### src/rtl/frame_generator_multilane.sv
// Multi-lane test frame generator: idle/start/data/terminate words per lane.
// Lengths come from fixed config or a per-lane 16-bit LFSR.
module frame_generator_multilane #(
  parameter int          N_LANES     = 4,
  parameter int          NB_DATA_RAW = 64,
  parameter int          NB_CTRL_RAW = 8,
  parameter int          NB_LEN      = 8,
  parameter logic [15:0] SEED_BASE   = 16'hACE1
) (
  input  logic                           i_clock,
  input  logic                           i_reset_n,
  input  logic                           i_enable,
  input  logic [1:0]                     i_mode,
  input  logic [NB_LEN-1:0]              i_fix_idle,
  input  logic [NB_LEN-1:0]              i_fix_data,
  input  logic [2:0]                     i_fix_term,
  input  logic [NB_LEN-1:0]              i_max_data,
  output logic [N_LANES*NB_DATA_RAW-1:0] o_tx_data,
  output logic [N_LANES*NB_CTRL_RAW-1:0] o_tx_ctrl,
  output logic [N_LANES-1:0]             o_sof,
  output logic [N_LANES-1:0]             o_eof
);

  typedef enum logic [1:0] {
    S_IDLE,
    S_START,
    S_DATA,
    S_TERM
  } state_e;

  localparam logic [63:0] IDLE_W  = 64'h0707_0707_0707_0707;
  localparam logic [63:0] START_W = 64'hD555_5555_5555_55FB;

  logic              idle_only;
  logic              rnd_mode;
  logic [NB_LEN-1:0] max_clamp;
  logic [NB_LEN-1:0] fix_idle_c;
  logic [NB_LEN-1:0] fix_data_c;

  assign idle_only  = i_mode[1];
  assign rnd_mode   = (i_mode == 2'd1);
  assign max_clamp  = (i_max_data == '0) ? NB_LEN'(1) : i_max_data;
  assign fix_idle_c = (i_fix_idle == '0) ? NB_LEN'(1) : i_fix_idle;
  assign fix_data_c = (i_fix_data == '0) ? NB_LEN'(1) : i_fix_data;

  for (genvar k = 0; k < N_LANES; k++) begin : g_lane
    state_e            st_q, st_d;
    logic [NB_LEN-1:0] cnt_q, cnt_d;
    logic [NB_LEN-1:0] ndat_q, ndat_d;
    logic [2:0]        nterm_q, nterm_d;
    logic [7:0]        bcnt_q, bcnt_d;
    logic [15:0]       lfsr_q, lfsr_d;
    logic [63:0]       dat_q, dat_d;
    logic [7:0]        ctl_q, ctl_d;
    logic              sof_q, sof_d;
    logic              eof_q, eof_d;

    logic [NB_LEN-1:0] r_idle, r_data;
    logic [NB_LEN-1:0] s_idle, s_data;
    logic [2:0]        s_term;
    logic [63:0]       pay_w, term_w;
    logic [7:0]        term_c;
    logic              smp;

    always_comb begin
      r_idle = NB_LEN'(lfsr_q[4:0]);
      r_data = NB_LEN'(lfsr_q[12:5]);
      if (r_idle == '0) r_idle = NB_LEN'(1);
      if (r_data == '0) r_data = NB_LEN'(1);
      if (r_data > max_clamp) r_data = max_clamp;
      s_idle = rnd_mode ? r_idle : fix_idle_c;
      s_data = rnd_mode ? r_data : fix_data_c;
      s_term = rnd_mode ? lfsr_q[15:13] : i_fix_term;
    end

    always_comb begin
      pay_w  = '0;
      term_w = '0;
      term_c = '0;
      for (int i = 0; i < 8; i++) begin
        pay_w[8*i +: 8] = bcnt_q + 8'(i);
        if (3'(i) < nterm_q) begin
          term_w[8*i +: 8] = bcnt_q + 8'(i);
          term_c[i]        = 1'b0;
        end else if (3'(i) == nterm_q) begin
          term_w[8*i +: 8] = 8'hFD;
          term_c[i]        = 1'b1;
        end else begin
          term_w[8*i +: 8] = 8'h07;
          term_c[i]        = 1'b1;
        end
      end
    end

    always_comb begin
      st_d    = st_q;
      cnt_d   = cnt_q;
      ndat_d  = ndat_q;
      nterm_d = nterm_q;
      bcnt_d  = bcnt_q;
      lfsr_d  = lfsr_q;
      dat_d   = dat_q;
      ctl_d   = ctl_q;
      sof_d   = sof_q;
      eof_d   = eof_q;
      smp     = 1'b0;
      if (i_enable) begin
        lfsr_d = {lfsr_q[0] ^ lfsr_q[2] ^ lfsr_q[3] ^ lfsr_q[5],
                  lfsr_q[15:1]};
        sof_d  = 1'b0;
        eof_d  = 1'b0;
        unique case (st_q)
          S_IDLE: begin
            if (cnt_q != '0) begin
              dat_d = IDLE_W;
              ctl_d = 8'hFF;
              cnt_d = cnt_q - NB_LEN'(1);
            end else if (idle_only) begin
              dat_d = IDLE_W;
              ctl_d = 8'hFF;
              smp   = 1'b1;
            end else begin
              dat_d = START_W;
              ctl_d = 8'h01;
              sof_d = 1'b1;
              st_d  = S_START;
            end
          end
          S_START: begin
            dat_d  = pay_w;
            ctl_d  = 8'h00;
            bcnt_d = bcnt_q + 8'd8;
            cnt_d  = ndat_q - NB_LEN'(1);
            st_d   = S_DATA;
          end
          S_DATA: begin
            if (cnt_q != '0) begin
              dat_d  = pay_w;
              ctl_d  = 8'h00;
              bcnt_d = bcnt_q + 8'd8;
              cnt_d  = cnt_q - NB_LEN'(1);
            end else begin
              dat_d  = term_w;
              ctl_d  = term_c;
              bcnt_d = bcnt_q + {5'd0, nterm_q};
              eof_d  = 1'b1;
              st_d   = S_TERM;
            end
          end
          S_TERM: begin
            dat_d = IDLE_W;
            ctl_d = 8'hFF;
            smp   = 1'b1;
            st_d  = S_IDLE;
          end
          default: st_d = S_IDLE;
        endcase
        if (smp) begin
          cnt_d   = s_idle - NB_LEN'(1);
          ndat_d  = s_data;
          nterm_d = s_term;
        end
      end
    end

    // Reset parks the lane as if a frame just ended, so the first
    // enabled edge samples lengths and emits the first idle word.
    always_ff @(posedge i_clock or negedge i_reset_n) begin
      if (!i_reset_n) begin
        st_q    <= S_TERM;
        cnt_q   <= '0;
        ndat_q  <= NB_LEN'(1);
        nterm_q <= '0;
        bcnt_q  <= '0;
        lfsr_q  <= SEED_BASE + 16'(k);
        dat_q   <= IDLE_W;
        ctl_q   <= 8'hFF;
        sof_q   <= 1'b0;
        eof_q   <= 1'b0;
      end else begin
        st_q    <= st_d;
        cnt_q   <= cnt_d;
        ndat_q  <= ndat_d;
        nterm_q <= nterm_d;
        bcnt_q  <= bcnt_d;
        lfsr_q  <= lfsr_d;
        dat_q   <= dat_d;
        ctl_q   <= ctl_d;
        sof_q   <= sof_d;
        eof_q   <= eof_d;
      end
    end

    assign o_tx_data[k*NB_DATA_RAW +: NB_DATA_RAW] = dat_q;
    assign o_tx_ctrl[k*NB_CTRL_RAW +: NB_CTRL_RAW] = ctl_q;
    assign o_sof[k] = sof_q;
    assign o_eof[k] = eof_q;
  end

endmodule

### config.mk
export PLATFORM = sky130hd
export DESIGN_NAME = frame_generator_multilane
export DESIGN_NICKNAME = d
export VERILOG_FILES = /design/src/rtl/frame_generator_multilane.sv
export SDC_FILE = /design/constraint.sdc
export NUM_CORES = 1
export LEC_CHECK = 0
export ABC_AREA = 1
export BUFFER_PORTS_ARGS = -buffer_cell sky130_fd_sc_hd__buf_2
export CAP_MARGIN = 20
export CORE_MARGIN = 3
export CORE_UTILIZATION = 35
export DETAILED_ROUTE_END_ITERATION = 8
export SLEW_MARGIN = 25
export SYNTH_ARGS = -nofsm -noshare
export SYNTH_HDL_FRONTEND = slang
export SYNTH_SLANG_ARGS = --single-unit
### constraint.sdc
create_clock -name i_clock -period 2.4 [get_ports i_clock]
set_input_delay 0.12 -clock i_clock [delete_from_list [all_inputs] [get_ports i_clock]]
set_output_delay 0.12 -clock i_clock [all_outputs]
set_load 0.1 [all_outputs]
==> results.md, run 1 <==
- Outcome: finished, final reports clean
- Die height: 287.9 um
- Site Rows: 102
- Initial antenna violation count: 1
- Area delta synth->final: 21.35%
- Crit-path max FO: 4
- CTS tree: done
- Final WL: 98.32 mm
- Fmax: 0.4502 GHz
- Total GRT Usage: between 20 and 25%
- Final #Nets: slightly above 4000
- Syn_nets: 3698
- Hold Vio Cnt, Final: 0
- Ranking of synthesized cells by area: dfrtp_1, dfstp_2, nand2_1
- IO Port Bufs: 327
- Yosys top cell by area: dfrtp_1
- Synth Instances: 3555
- CP endpoint kind: register
- CTS HTree Levels: 2
- Seq/Total Area, Yosys: 43.60%
- First-pass GRT wire length: between 150 and 200 mm
- Fillcell total: ~8000
- FF-to-FF Start: g_lane[3].st_q[0]$_DFFE_PN1P_
- Vias in the first global route: 24760
- Fin area: about 0.034 mm2
- Top cell type's share of synthesized area: a little over a quarter
- CORE AREA: 0.07810 mm2
- Flip-flop and latch area: ~0.012 mm2
- CP Launch Type: register
- DRC: 0
- DR iter-0 viols: between 2000 and 2500
- Die area: between 0.08 and 0.09 mm2
- Global route overflow: 0
- Layout cells sized above 1: between 20% and 30%
- Number of I/O pins: 328
- Worst skew pair latency: 0.62 ns
- Final Cycle Share: 92.55%
- Gpl congestion: 0.9500
- DR vias: 26040
- DPL Wire Length: 75.45 mm
- Crit path launch: g_lane[3].st_q[0]$_DFFE_PN1P_
- Min Tclk post-route: approximately 2.2 ns
- Pre-CTS setup slack: -0.04507 ns
- Max Slew Vio Count: 0
- Pin count of the biggest net entering global routing: 82
- Post-DR wirelength/cell: 19.52 um
- Starting Density: 35.61%
- Drt pass-1 iters: 6
- Clock Skew: approximately 0.022 ns
- Min-delay worst type: input pin to async pin
- Syn Std Cell Area: 0.02781 mm2
- Fin Setup TNS: 0 ns
- EDFF count, synth: 0
- Finished Core Util: 43.22%
- R2R depth: 13
- Worst relative slew slack: 45.07%
- Clock Sinks: approximately 480
- Synth unique cells: 57
- Asr flop ratio synth: 100.0%
- Max Root-Sink Buffers: 3
- Root buffer cell: clkbuf_16
- Die outline width: 287.9 um
- Critical path required time: around 2.9 ns
- Most common cell after layout, fill and taps aside: nand2_1
- Number of register bits inferred by synthesis: approximately 480
- Least-Margin Pin Slew: around 0.82 ns
- Syn_area_per_cell: 7.824 um2
- Crit Path Class: register to register
- Max_cap viols: 0
- FF-to-FF setup slack: 0.18 ns
- Ant. Diodes: 0
- Area after DPL: 0.03150 mm2
- Register clock-pin slew on the reported worst setup and hold paths: 0.07 ns
- Setup violators final: 0
- Most frequent cells in the layout: nand2_1, o21ai_0, inv_1
- Cts bufs inserted: 54
- CP endpoint: g_lane[3].cnt_q[6]$_DFFE_PN0P_
- Synth Warn #: 0
- Worst R2R End: g_lane[3].cnt_q[6]$_DFFE_PN0P_
- Final ANT Viol Nets: 0
- Top_reg_cell synth: dfrtp_1
- Final setup margin: 0.1787 ns
- Combined area of the multi-input logic cells: 0.01354 mm2
- Vias/cell: 5.168
- CP arrival: 2.73 ns
cell families (layout without fill, tap and decap cells):
family,count (synthesis),in the layout,synth area share (%)
xor+xnor,129,129,4.062
flops,476,476,43.60
compound gates,896,896,18.63
simple gates,1367,1367,20.17
buf+inv,570,1013,8.219
mux,6,6,0.2159
fa+ha+maj,111,111,5.101
what timing repair did:
action	4_1_cts	5_1_grt
pin swaps	0	7
gates resized for setup	3	36
buffers inserted	0	7
hold buffers	3	0
endpoints found under the setup margin	3	49
hold endpoints to repair	237	0
Yosys cell counts (5+ instances only):
| cell type | number |
|---|---|
| a211oi_1 | 7 |
| a21boi_0 | 33 |
| a21o_1 | 18 |
| a21oi_1 | 240 |
| a22o_1 | 48 |
| a31oi_1 | 14 |
| a32o_1 | 24 |
| a41oi_1 | 5 |
| buf_1 | 10 |
| buf_2 | 38 |
| buf_4 | 14 |
| buf_6 | 6 |
| clkbuf_1 | 113 |
| clkinv_1 | 11 |
| dfrtp_1 | 303 |
| dfstp_2 | 173 |
| ha_1 | 107 |
| inv_1 | 370 |
| inv_2 | 7 |
| mux2i_1 | 6 |
| nand2_1 | 812 |
| nand2_2 | 11 |
| nand2_4 | 6 |
| nand3_1 | 144 |
| nand3b_1 | 16 |
| nand4_1 | 13 |
| nor2_1 | 315 |
| nor2_2 | 19 |
| nor3_1 | 11 |
| nor4_1 | 6 |
| o2111ai_1 | 6 |
| o211ai_1 | 24 |
| o21ai_0 | 417 |
| o21ai_1 | 8 |
| o21ai_2 | 5 |
| o21bai_1 | 7 |
| o221ai_1 | 6 |
| o22ai_1 | 19 |
| or2_2 | 6 |
| xnor2_1 | 23 |
| xor2_1 | 106 |
state kept, by name, indices dropped and copies added (netlist names), 8 cells and up:
signal and flops:
g_lane.bcnt_q 32, g_lane.ndat_q 32, g_lane.lfsr_q 64, g_lane.dat_q 256, g_lane.nterm_q 12, g_lane.st_q 8, g_lane.ctl_q 32, g_lane.cnt_q 32
worst min-delay path by stage:
stage | endpoint | slack [ns] | cells after the start
4_1_cts | g_lane[0].dat_q[44]$_DFFE_PN0P_ | 0.005 | 2
5_1_grt | g_lane[0].dat_q[44]$_DFFE_PN0P_ | 0.05 | 2
3_5_place_dp | g_lane[0].dat_q[46]$_DFFE_PN0P_ | 0.07 | 1
6_report | g_lane[0].dat_q[44]$_DFFE_PN0P_ | 0.02 | 2
3_3_place_gp | g_lane[0].dat_q[46]$_DFFE_PN0P_ | 0.08 | 1
2_1_floorplan | g_lane[0].bcnt_q[0]$_DFFE_PN0P_ | -0.18 | 0
critical path, cell delays in order, from the launching register on:
cell and delay [ns]:
dfstp_2 0.56, inv_1 0.08, ha_2 0.37, clkinvlp_4 0.17
buf_12 0.17, nand3b_1 0.08, nand2_1 0.09, ha_1 0.22
nand2_2 0.10, nor2_2 0.05, nand2_1 0.06, nand2_1 0.05
nand3_1 0.06, nand2_1 0.05
metal layers:
| layer | part of all wire [%] | track usage, % | up-vias | wire, um |
|---|---|---|---|---|
| met5 | 0.0092 | 0 | - | 9 |
| met4 | 2.6 | 6.168 | 2 | 2586 |
| met3 | 7.4 | 4.149 | 151 | 7234 |
| met2 | 44 | 35.91 | 928 | 43240 |
| met1 | 46 | 33.23 | 12480 | 45240 |
| li1 | - | - | 12470 | - |
final cells by class:
cell class                 instances  area share, %
clock buffer                      79          4.889
inverter                         388          4.359
timing repair buffer             524          9.790
clock inverter                    22          1.056
multi-input combinational       2509          40.12
tap                             1040          3.855
sequential                       476          35.93
per-stage QoR:
step / hold slack [ns] / instances
finish: 0.01557 / 5038
global route: 0.04614 / 5038
CTS: 0.005188 / 5031
detailed placement: 0.07058 / 4927
global placement: 0.07683 / 4927
floorplan: -0.1756 / 3555
Power of run 1 is not shown: default switching activity piles up to over one toggle a cycle in this logic, so the estimate is an artifact.
==> run 2: changes to the inputs <==
Clock period 2.4 ns to 1.9 ns, I/O delays scaled along.
==> results.md, run 2 (synthesis gave the netlist of run 1 again) <==
- Outcome: complete, but fails checks
- Failing checks: negative setup slack
- First-pass GRT wire length: 156.6 mm (+4.4%)
- Dpl cells: 5292 (+7.4%)
- CP max stage cell: dfstp_2
- Most common cell after layout, fill and taps aside: nand2_1
- Final ANT Viol Nets: 0 (unchanged)
- CORE AREA: 0.07810 mm2 (unchanged)
- Post-DR wirelength/cell: 19.05 um (-2.4%)
- Cts bufs inserted: 55 (+1.9%)
- Total GRT Usage: 24.13% (+0.96 points)
- Layout cells sized above 1: 41.11% (+19 points)
- Starting Density: 35.61% (unchanged)
- Root buffer cell: clkbuf_16
- Fillcell total: 7347 (-8.0%)
- Pre-CTS setup slack: -0.3003 ns (-0.2552 ns)
- Gpl congestion: 0.9433 (-0.71%)
- DRC: 0 (unchanged)
- Die area: 0.08289 mm2 (unchanged)
- Initial antenna violation count: 1 (unchanged)
- DR vias: 28380 (+9.0%)
- Max_cap viols: 0 (unchanged)
- Final Cycle Share: 110.4% (+18 points)
- Register clock-pin slew on the reported worst setup and hold paths: 0.06 ns (about the same)
- Fmax: 0.4767 GHz (+5.9%)
- DPL Wire Length: 78.08 mm (+3.5%)
- Final WL: 105.3 mm (+7.1%)
- Number of I/O pins: 328 (unchanged)
- Most frequent cells in the layout: nand2_1, buf_4, buf_2
- Site Rows: 102 (unchanged)
- Vias/cell: 5.134 (-0.67%)
- Min Tclk post-route: 2.098 ns (-0.1235 ns)
- Biggest regs: g_lane.dat_q (256), g_lane.lfsr_q (64)
- CP endpoint kind: register
- CP arrival: 2.64 ns (-0.09 ns)
- Die height: 287.9 um (unchanged)
- Least-Margin Pin Slew: 0.8410 ns (+0.02014 ns)
- CTS tree: done
- Hold Vio Cnt, Final: 0 (unchanged)
- CP max stage delay: 0.38 ns (-0.18 ns)
- Area delta synth->final: 45.66%
- Max Slew Vio Count: 0 (unchanged)
- Max Root-Sink Buffers: 3 (unchanged)
- Worst relative slew slack: 43.72% (-1.3 points)
- Register with the most flip-flops: g_lane.dat_q
- Setup violators final: 99 (+99)
- Post-route insts no fill: 5528 (+9.7%)
- Finished Core Util: 51.87% (+8.7 points)
- Grt peak-use layer: met2
- Final #Nets: 4584 (+12%)
- Vias in the first global route: 26590 (+7.4%)
- Ant. Diodes: 0 (unchanged)
- Max reg flops: 256 (unchanged)
- IO Port Bufs: 327 (unchanged)
- Crit-path max FO: 8 (+4)
- Crit Path Class: register to register
- CTS HTree Levels: 2 (unchanged)
- Min-delay worst type: input pin to register
- Clock Sinks: 476 (unchanged)
- Worst skew pair latency: 0.63 ns (about the same)
- GR met3 Demand/Resource: 3.808% (-0.34 points)
- Global route overflow: 0 (unchanged)
- Final setup margin: -0.1978 ns (-0.3765 ns)
- RSZ-0062 raised after global routing: yes
- Top cell family by delay on the critical path: compound AO/OA/AOI/OAI gates
- Hold slack: 0.05416 ns (+0.03858 ns)
- Crit path cell chain: nor4_4 > a41oi_2 > ha_2 > inv_2 > a21oi_2 > o21ai_1 > a21o_1 > nand2_4 > a21oi_2 > o21ai_1 > a21boi_1
- Clock Skew: 0.04848 ns (+0.02654 ns)
- Die outline width: 287.9 um (unchanged)
- DR iter-0 viols: 2133 (+1.1%)
- CP Launch Type: register
- Critical path required time: 2.44 ns (-0.46 ns)
- Pin count of the biggest net entering global routing: 93 (+13%)
- Drt pass-1 iters: 7 (+1)
- FF-to-FF setup slack: -0.20 ns (-0.38 ns)
- M2 GR Usage: 37.78% (+1.9 points)
- Buf+Inv Stages, Crit Path: 1 (-2)
- Global Route met1 Usage: 34.27% (+1.0 points)
## run 2: cell types whose count changed in the layout (fill, tap and decap cells not counted), sizes merged
cell | before | now
dlygate4sd3 | 3 | 14
clkinv | 19 | 26
clkinvlp | 4 | 6
nor2 | 337 | 338
inv | 379 | 374
nand2 | 829 | 833
clkbuf | 80 | 81
buf | 520 | 989
## run 2: metal layers
metal	wire, um	up-vias	share of wire [%]
li1	-	13500	-
met1	46960	13810	45
met2	48230	897	46
met3	6781	179	6.4
met4	3323	0	3.2
met5	0	-	0
## run 2: through the flow
step | TNS, ns | cell area [um2]
global route | -22.95 | 40510
finish | -9.303 | 40510
global placement | -13.90 | 34670
CTS | -4.965 | 37760
detailed placement | -21.96 | 34670
floorplan | -1.084 | 28170
## run 2: cell type report
cell class | instances | area, um2 | area share (%)
tap | 1040 | 1301 | 3.212
inverter | 388 | 1564 | 3.860
timing repair buffer | 1006 | 7656 | 18.90
sequential | 476 | 12140 | 29.95
clock inverter | 26 | 401.6 | 0.9914
clock buffer | 78 | 1563 | 3.857
multi-input combinational | 2514 | 15890 | 39.23
## run 2: what timing repair did
action                                 in CTS  in global routing
setup buffers                              31                 87
hold buffers                               14                  0
setup endpoints to repair                 230                309
pin swaps                                  87                216
gates resized for setup                   241                642
gates cloned                                6                  3
endpoints found under the hold margin     376                  0
## run 2: final timing paths
kind | startpoint | end | cells past startpoint
worst max-delay path | g_lane[3].lfsr_q[6]$_DFFE_PN1P_ | g_lane[3].ndat_q[4]$_DFFE_PN0P_ | 11
worst min-delay path | i_fix_data[1] | g_lane[1].ndat_q[1]$_DFFE_PN0P_ | 5
worst max register to register | g_lane[3].lfsr_q[6]$_DFFE_PN1P_ | g_lane[3].ndat_q[4]$_DFFE_PN0P_ | 11
worst min register to register | g_lane[1].dat_q[17]$_DFFE_PN1P_ | g_lane[1].dat_q[17]$_DFFE_PN1P_ | 2
max in group asynchronous | i_reset_n | g_lane[3].lfsr_q[1]$_DFFE_PN0P_ | 3
min in group asynchronous | i_reset_n | g_lane[3].dat_q[48]$_DFFE_PN1P_ | 2
## run 2: worst reg2reg max path, delay by kind of cell (launching register included)
kind                       cells  cell delay, ns
AOI/OAI and AO/OA              7            0.96
adders and majority gates      1            0.20
buffers and inverters          1            0.05
DFF                            1            0.38
and+or+nand+nor                2            0.45
Power of run 2 is left out for the same reason.
